**src/rtl/bus_master_port.sv**
```systemverilog
// Serial bus master port: latches a parallel request, wins the arbiter, and shifts
// the transaction LSB-first onto a one-bit bus. Optional macro: MASTER_TIMEOUT_EN.

module bus_master_port #(
    parameter int SLAVE_SEL_WIDTH = 2,
    parameter int ADDR_WIDTH      = 12,
    parameter int DATA_WIDTH      = 8,
    parameter int TIMEOUT_CYCLES  = 64
) (
    input  logic                       clk,
    input  logic                       reset_n,
    input  logic                       m_execute,
    input  logic                       m_write,
    input  logic [SLAVE_SEL_WIDTH-1:0] m_slave_sel,
    input  logic [ADDR_WIDTH-1:0]      m_addr,
    input  logic [DATA_WIDTH-1:0]      m_data_in,
    output logic [DATA_WIDTH-1:0]      m_data_out,
    output logic                       m_tx_done,
    output logic                       m_error,
    output logic                       m_busy,
    output logic                       mreq,
    input  logic                       mgrant,
    output logic                       mout,
    output logic                       mvalid,
    output logic                       mmode,
    input  logic                       sready,
    input  logic                       svalid,
    input  logic                       sin
);

    localparam int SA_MAX = (SLAVE_SEL_WIDTH > ADDR_WIDTH) ? SLAVE_SEL_WIDTH : ADDR_WIDTH;
    localparam int MAXW   = (SA_MAX > DATA_WIDTH) ? SA_MAX : DATA_WIDTH;
    localparam int CNT_W  = $clog2(MAXW + 1);

    localparam logic [CNT_W-1:0] SEL_LAST  = CNT_W'(SLAVE_SEL_WIDTH - 1);
    localparam logic [CNT_W-1:0] ADDR_LAST = CNT_W'(ADDR_WIDTH - 1);
    localparam logic [CNT_W-1:0] DATA_LAST = CNT_W'(DATA_WIDTH - 1);

    localparam logic [3:0] S_IDLE     = 4'd0;
    localparam logic [3:0] S_REQ      = 4'd1;
    localparam logic [3:0] S_SADDR    = 4'd2;
    localparam logic [3:0] S_WAIT_RDY = 4'd3;
    localparam logic [3:0] S_ADDR     = 4'd4;
    localparam logic [3:0] S_WDATA    = 4'd5;
    localparam logic [3:0] S_RWAIT    = 4'd6;
    localparam logic [3:0] S_RDATA    = 4'd7;
    localparam logic [3:0] S_DONE     = 4'd8;

    logic [3:0]                 state_q, state_d;
    logic [CNT_W-1:0]           bitCnt_q, bitCnt_d;
    logic                       write_q, write_d;
    logic [SLAVE_SEL_WIDTH-1:0] sel_q, sel_d;
    logic [ADDR_WIDTH-1:0]      addr_q, addr_d;
    logic [DATA_WIDTH-1:0]      wdata_q, wdata_d;
    logic [MAXW-1:0]            txShift_q, txShift_d;
    logic [DATA_WIDTH-2:0]      rxShift_q, rxShift_d;
    logic [DATA_WIDTH-1:0]      dataOut_q, dataOut_d;
    logic                       errFlag_q, errFlag_d;
    logic                       timeout;
    logic                       inXfer;

`ifdef MASTER_TIMEOUT_EN
    localparam int TO_W = $clog2(TIMEOUT_CYCLES + 1);
    localparam logic [TO_W-1:0] TO_LAST = TO_W'(TIMEOUT_CYCLES - 1);

    logic [TO_W-1:0] toCnt_q, toCnt_d;
    logic            stalled;

    // A stall is a cycle spent waiting on the slave; any progress or state change restarts the count.
    always_comb begin
        stalled = 1'b0;
        case (state_q)
            S_WAIT_RDY:       stalled = !sready;
            S_RWAIT, S_RDATA: stalled = !svalid;
            default:          stalled = 1'b0;
        endcase
    end

    assign timeout = stalled && (toCnt_q == TO_LAST);

    always_comb begin
        toCnt_d = '0;
        if (stalled && (state_d == state_q)) begin
            toCnt_d = toCnt_q + 1'b1;
        end
    end

    always_ff @(posedge clk or negedge reset_n) begin
        if (!reset_n) begin
            toCnt_q <= '0;
        end else begin
            toCnt_q <= toCnt_d;
        end
    end
`else
    assign timeout = 1'b0;
`endif

    always_comb begin
        state_d   = state_q;
        bitCnt_d  = bitCnt_q;
        write_d   = write_q;
        sel_d     = sel_q;
        addr_d    = addr_q;
        wdata_d   = wdata_q;
        txShift_d = txShift_q;
        rxShift_d = rxShift_q;
        dataOut_d = dataOut_q;
        errFlag_d = 1'b0;

        case (state_q)
            S_IDLE: begin
                if (m_execute) begin
                    write_d = m_write;
                    sel_d   = m_slave_sel;
                    addr_d  = m_addr;
                    wdata_d = m_data_in;
                    state_d = S_REQ;
                end
            end

            S_REQ: begin
                if (mgrant) begin
                    txShift_d = MAXW'(sel_q);
                    state_d   = S_SADDR;
                end
            end

            S_SADDR, S_WAIT_RDY, S_ADDR, S_WDATA, S_RWAIT, S_RDATA: begin
                if (!mgrant || timeout) begin
                    errFlag_d = 1'b1;
                    state_d   = S_DONE;
                end else begin
                    case (state_q)
                        S_SADDR: begin
                            txShift_d = txShift_q >> 1;
                            if (bitCnt_q == SEL_LAST) begin
                                state_d = S_WAIT_RDY;
                            end else begin
                                bitCnt_d = bitCnt_q + 1'b1;
                            end
                        end
                        S_WAIT_RDY: begin
                            if (sready) begin
                                txShift_d = MAXW'(addr_q);
                                state_d   = S_ADDR;
                            end
                        end
                        S_ADDR: begin
                            txShift_d = txShift_q >> 1;
                            if (bitCnt_q == ADDR_LAST) begin
                                if (write_q) begin
                                    txShift_d = MAXW'(wdata_q);
                                    state_d   = S_WDATA;
                                end else begin
                                    state_d = S_RWAIT;
                                end
                            end else begin
                                bitCnt_d = bitCnt_q + 1'b1;
                            end
                        end
                        S_WDATA: begin
                            txShift_d = txShift_q >> 1;
                            if (bitCnt_q == DATA_LAST) begin
                                state_d = S_DONE;
                            end else begin
                                bitCnt_d = bitCnt_q + 1'b1;
                            end
                        end
                        S_RWAIT: begin
                            if (svalid) begin
                                rxShift_d = {sin, rxShift_q[DATA_WIDTH-2:1]};
                                state_d   = S_RDATA;
                            end
                        end
                        S_RDATA: begin
                            if (svalid) begin
                                if (bitCnt_q == DATA_LAST) begin
                                    dataOut_d = {sin, rxShift_q};
                                    state_d   = S_DONE;
                                end else begin
                                    rxShift_d = {sin, rxShift_q[DATA_WIDTH-2:1]};
                                    bitCnt_d  = bitCnt_q + 1'b1;
                                end
                            end
                        end
                        default: state_d = S_IDLE;
                    endcase
                end
            end

            S_DONE:  state_d = S_IDLE;
            default: state_d = S_IDLE;
        endcase

        // RDATA starts at one because RWAIT already captured bit 0.
        if (state_d != state_q) begin
            bitCnt_d = (state_d == S_RDATA) ? CNT_W'(1) : '0;
        end
    end

    always_ff @(posedge clk or negedge reset_n) begin
        if (!reset_n) begin
            state_q   <= S_IDLE;
            bitCnt_q  <= '0;
            write_q   <= 1'b0;
            sel_q     <= '0;
            addr_q    <= '0;
            wdata_q   <= '0;
            txShift_q <= '0;
            rxShift_q <= '0;
            dataOut_q <= '0;
            errFlag_q <= 1'b0;
        end else begin
            state_q   <= state_d;
            bitCnt_q  <= bitCnt_d;
            write_q   <= write_d;
            sel_q     <= sel_d;
            addr_q    <= addr_d;
            wdata_q   <= wdata_d;
            txShift_q <= txShift_d;
            rxShift_q <= rxShift_d;
            dataOut_q <= dataOut_d;
            errFlag_q <= errFlag_d;
        end
    end

    assign inXfer     = (state_q == S_SADDR) || (state_q == S_WAIT_RDY) || (state_q == S_ADDR) ||
                        (state_q == S_WDATA) || (state_q == S_RWAIT)    || (state_q == S_RDATA);
    assign m_busy     = (state_q != S_IDLE);
    assign mreq       = (state_q == S_REQ) || inXfer;
    assign mvalid     = (state_q == S_SADDR) || (state_q == S_ADDR) || (state_q == S_WDATA);
    assign mout       = mvalid && txShift_q[0];
    assign mmode      = inXfer && write_q;
    assign m_tx_done  = (state_q == S_DONE);
    assign m_error    = (state_q == S_DONE) && errFlag_q;
    assign m_data_out = dataOut_q;

endmodule
```
**config.mk**
```make
export PLATFORM = sky130hd
export DESIGN_NAME = bus_master_port
export DESIGN_NICKNAME = d
export VERILOG_FILES = /design/src/rtl/bus_master_port.sv
export SDC_FILE = /design/constraint.sdc
export NUM_CORES = 1
export LEC_CHECK = 0
export BUFFER_PORTS_ARGS = -buffer_cell sky130_fd_sc_hd__buf_2
export CORE_MARGIN = 2
export CORE_UTILIZATION = 57
export DETAILED_ROUTE_END_ITERATION = 8
export PLACE_DENSITY = 0.85
export SYNTH_ARGS = -nofsm -noshare
export SYNTH_HDL_FRONTEND = slang
export SYNTH_SLANG_ARGS = --single-unit
```
**constraint.sdc**
```tcl
create_clock -name clk -period 4.2 [get_ports clk]
set_input_delay 0.21 -clock clk [delete_from_list [all_inputs] [get_ports clk]]
set_output_delay 0.21 -clock clk [all_outputs]
set_load 0.01 [all_outputs]
```
==> results.ini <==
[outcome]
outcome=finished clean

[logic_synthesis]
synth_warnings=0
ys.flop_type=dfrtp_1
ys_seq_area_share_pct=50.8
async_flop_share_pct=100
synth_cell_types=55
synth_nets=281
synth_edf_count=0
netlist_top_cells_count=59 x dfrtp_1, 35 x mux2_2, 21 x nand2_1
synth.avg_cell_area_um2=11.7
syn-cell-area_mm2=0.00291
yosysTopAreaCellShare_pct=50.8
synth_most_common_cell=dfrtp_1
synth_area_leaders=dfrtp_1 51%, mux2_2 14%, nand2_1 2.7%
synthCells=249
yosys.area.top_type=dfrtp_1
synth-seq-cells=59

[setup_path]
critPathKind=reg2out
reg2reg_depth=6
cp.buffers_inverters=2
path_cells=nor2_1 -> and2_1 -> o21bai_1 -> inv_1 -> and2_1 -> buf_2
slowest_delay_ps=760
cpMostUsedCell=and2_1
cp.required_ps=3990
critPathTopFamily=compound AO/OA/AOI/OAI gates
slowest_stage=o21bai_1
arrival_ps=2630
critPathCaptureType=primary output
critPathLaunchType=flip-flop
path_max_fanout=20
crit_cells=6

[cells_and_area]
nets=321
final_cell_area_mm2=0.00327
drive_gt1_share_pct=35.9
antenna_cells=0
stdcell_count=357
area_growth_pct=12.5

[clock_network]
numCtsBuffers=9
tritoncts=done
clock_latency_ps=330
post-cts-setup-buffers=0
hold_buffers=0
root_buffer=clkbuf_8
cts.htree.levels=3
cts_buffer_depth=2
cts_sinks=59
cts_resized=0
path_clk_slew_ps=50

[sta]
finalHoldViolCount=0
timing.final.crit_share_pct=67.6
tightestPinTransition_ps=954
fin_skew_ps=5.49
final-setup-viol-count=0
slew_viol_final=0
timing.fmax_mhz=352
setup_tns_ps=0
relSlewSlack_pct=36.3
min_period_ps=2840
rsz0062_at_grt=false

[hold_path]
hold_class=in2async

[global_routing]
grt_max_degree=60
grt_use_total_pct=23.0
grt_overflow_total=0
grt_pass1_wl_mm=9.53
grt_pass1_vias=2004
antenna_found_initial=0

[pwr]
power.density_mw_per_mm2=620
worst_ir_drop_vdd_v=0.000379
p_total_mw=2.03
leakagePower_nw=1.51

[place]
place_area_mm2=0.00311
hpwlAfterDp_mm=3.73
io_buffers=44
dpl.cell_count=345
gp_congestion=0.927

[floorplanning]
io_pins=45
chipWidth_um=75.4
core_mm2=0.00482
die_area_mm2=0.00568
die_y_um=75.4
start_util_pct=60.3
rows=25

[run]
drv_cap=0

[detailed_routing]
drcViolationCount=0
postRouteAntennaNets=0
routed_wl_mm=5.57
wl_per_cell_um=15.6
num_vias=2105
vias_per_cell=5.90
firstDrtPassIters=6
drtIter0Drc=248

-- cell families after synthesis --
| family | Yosys count | synth area share [%] |
|---|---|---|
| buffers and inverters | 21 | 4.22 |
| adder cells (fa/ha/maj) | 2 | 0.861 |
| XOR/XNOR | 3 | 0.905 |
| AND/OR/NAND/NOR | 73 | 14.9 |
| AO/OA/AOI/OAI | 50 | 12.6 |
| flip-flops | 59 | 50.8 |
| multiplexers | 41 | 15.8 |
-- sequential cells by signal (all words and copies together), names as in the netlist --
register / count
sel_q: 2
write_q: 1
txShift_q: 12
rxShift_q: 7
errFlag_q: 1
bitCnt_q: 4
m_data_out: 8
state_q: 4
wdata_q: 8
addr_q: 12
-- stage by stage --
stage | setup slack (ps) | hold slack [ps] | util [%]
2_1_floorplan | 2530 | -85.6 | -
3_3_place_gp | 1810 | 392 | 64.6
3_5_place_dp | 1750 | 403 | 64.6
4_1_cts | 1370 | 36.8 | 67.8
5_1_grt | 1200 | 83.8 | 67.8
6_report | 1360 | 24.4 | 67.8
-- layer usage --
metal	wire length [um]	vias up	GRT usage, %
li1	-	988	-
met1	2590	1039	32.9
met2	2570	72	32.8
met3	354	6	5.29
met4	49	0	12.5
met5	0	-	0
-- area by class of cell --
cell class	instances	area (um2)
Clock buffer	12	155
Inverter	5	18.8
Fill cell	371	1550
Timing Repair Buffer	45	228
Tap cell	67	83.8
Sequential cell	59	1480
Multi-Input combinational cell	169	1310
-- layout by cell type (no fill, tap or decap), drive strengths merged, types with 2 or more instances in the layout --
cell,netlist,layout
nand3b,2,2
dfrtp,59,59
xnor2,3,3
ha,2,2
and2,4,4
a211oi,2,2
mux2,38,38
nand4b,3,3
o2bb2ai,2,2
a222oi,6,6
nand3,5,5
or3,2,2
a21oi,5,5
a22oi,5,5
mux2i,3,3
nor2,18,18
clkbuf,2,12
nand2b,2,2
a32oi,2,2
o21ai,17,17
nor4b,3,3
nor2b,5,5
buf,14,45
nand2,21,21
a221oi,2,2
inv,5,5
-- power breakdown --
part	switching (mW)	internal, mW
Sequential	0.159	0.751
Combinational	0.357	0.334
Clock	0.193	0.233
-- final timing paths --
| path | from | to | slack, ps |
|---|---|---|---|
| min in group clk | mgrant | errFlag_q | 90 |
| max | state_q[2] | mout | 1360 |
| min | reset_n | wdata_q[5] | 20 |
| max reg2reg | state_q[2] | txShift_q[0] | 1750 |
| max in group asynchronous | reset_n | m_data_out[1] | 3690 |
| min reg2reg | txShift_q[0] | txShift_q[0] | 480 |
Power figures use the tool's default switching activity.
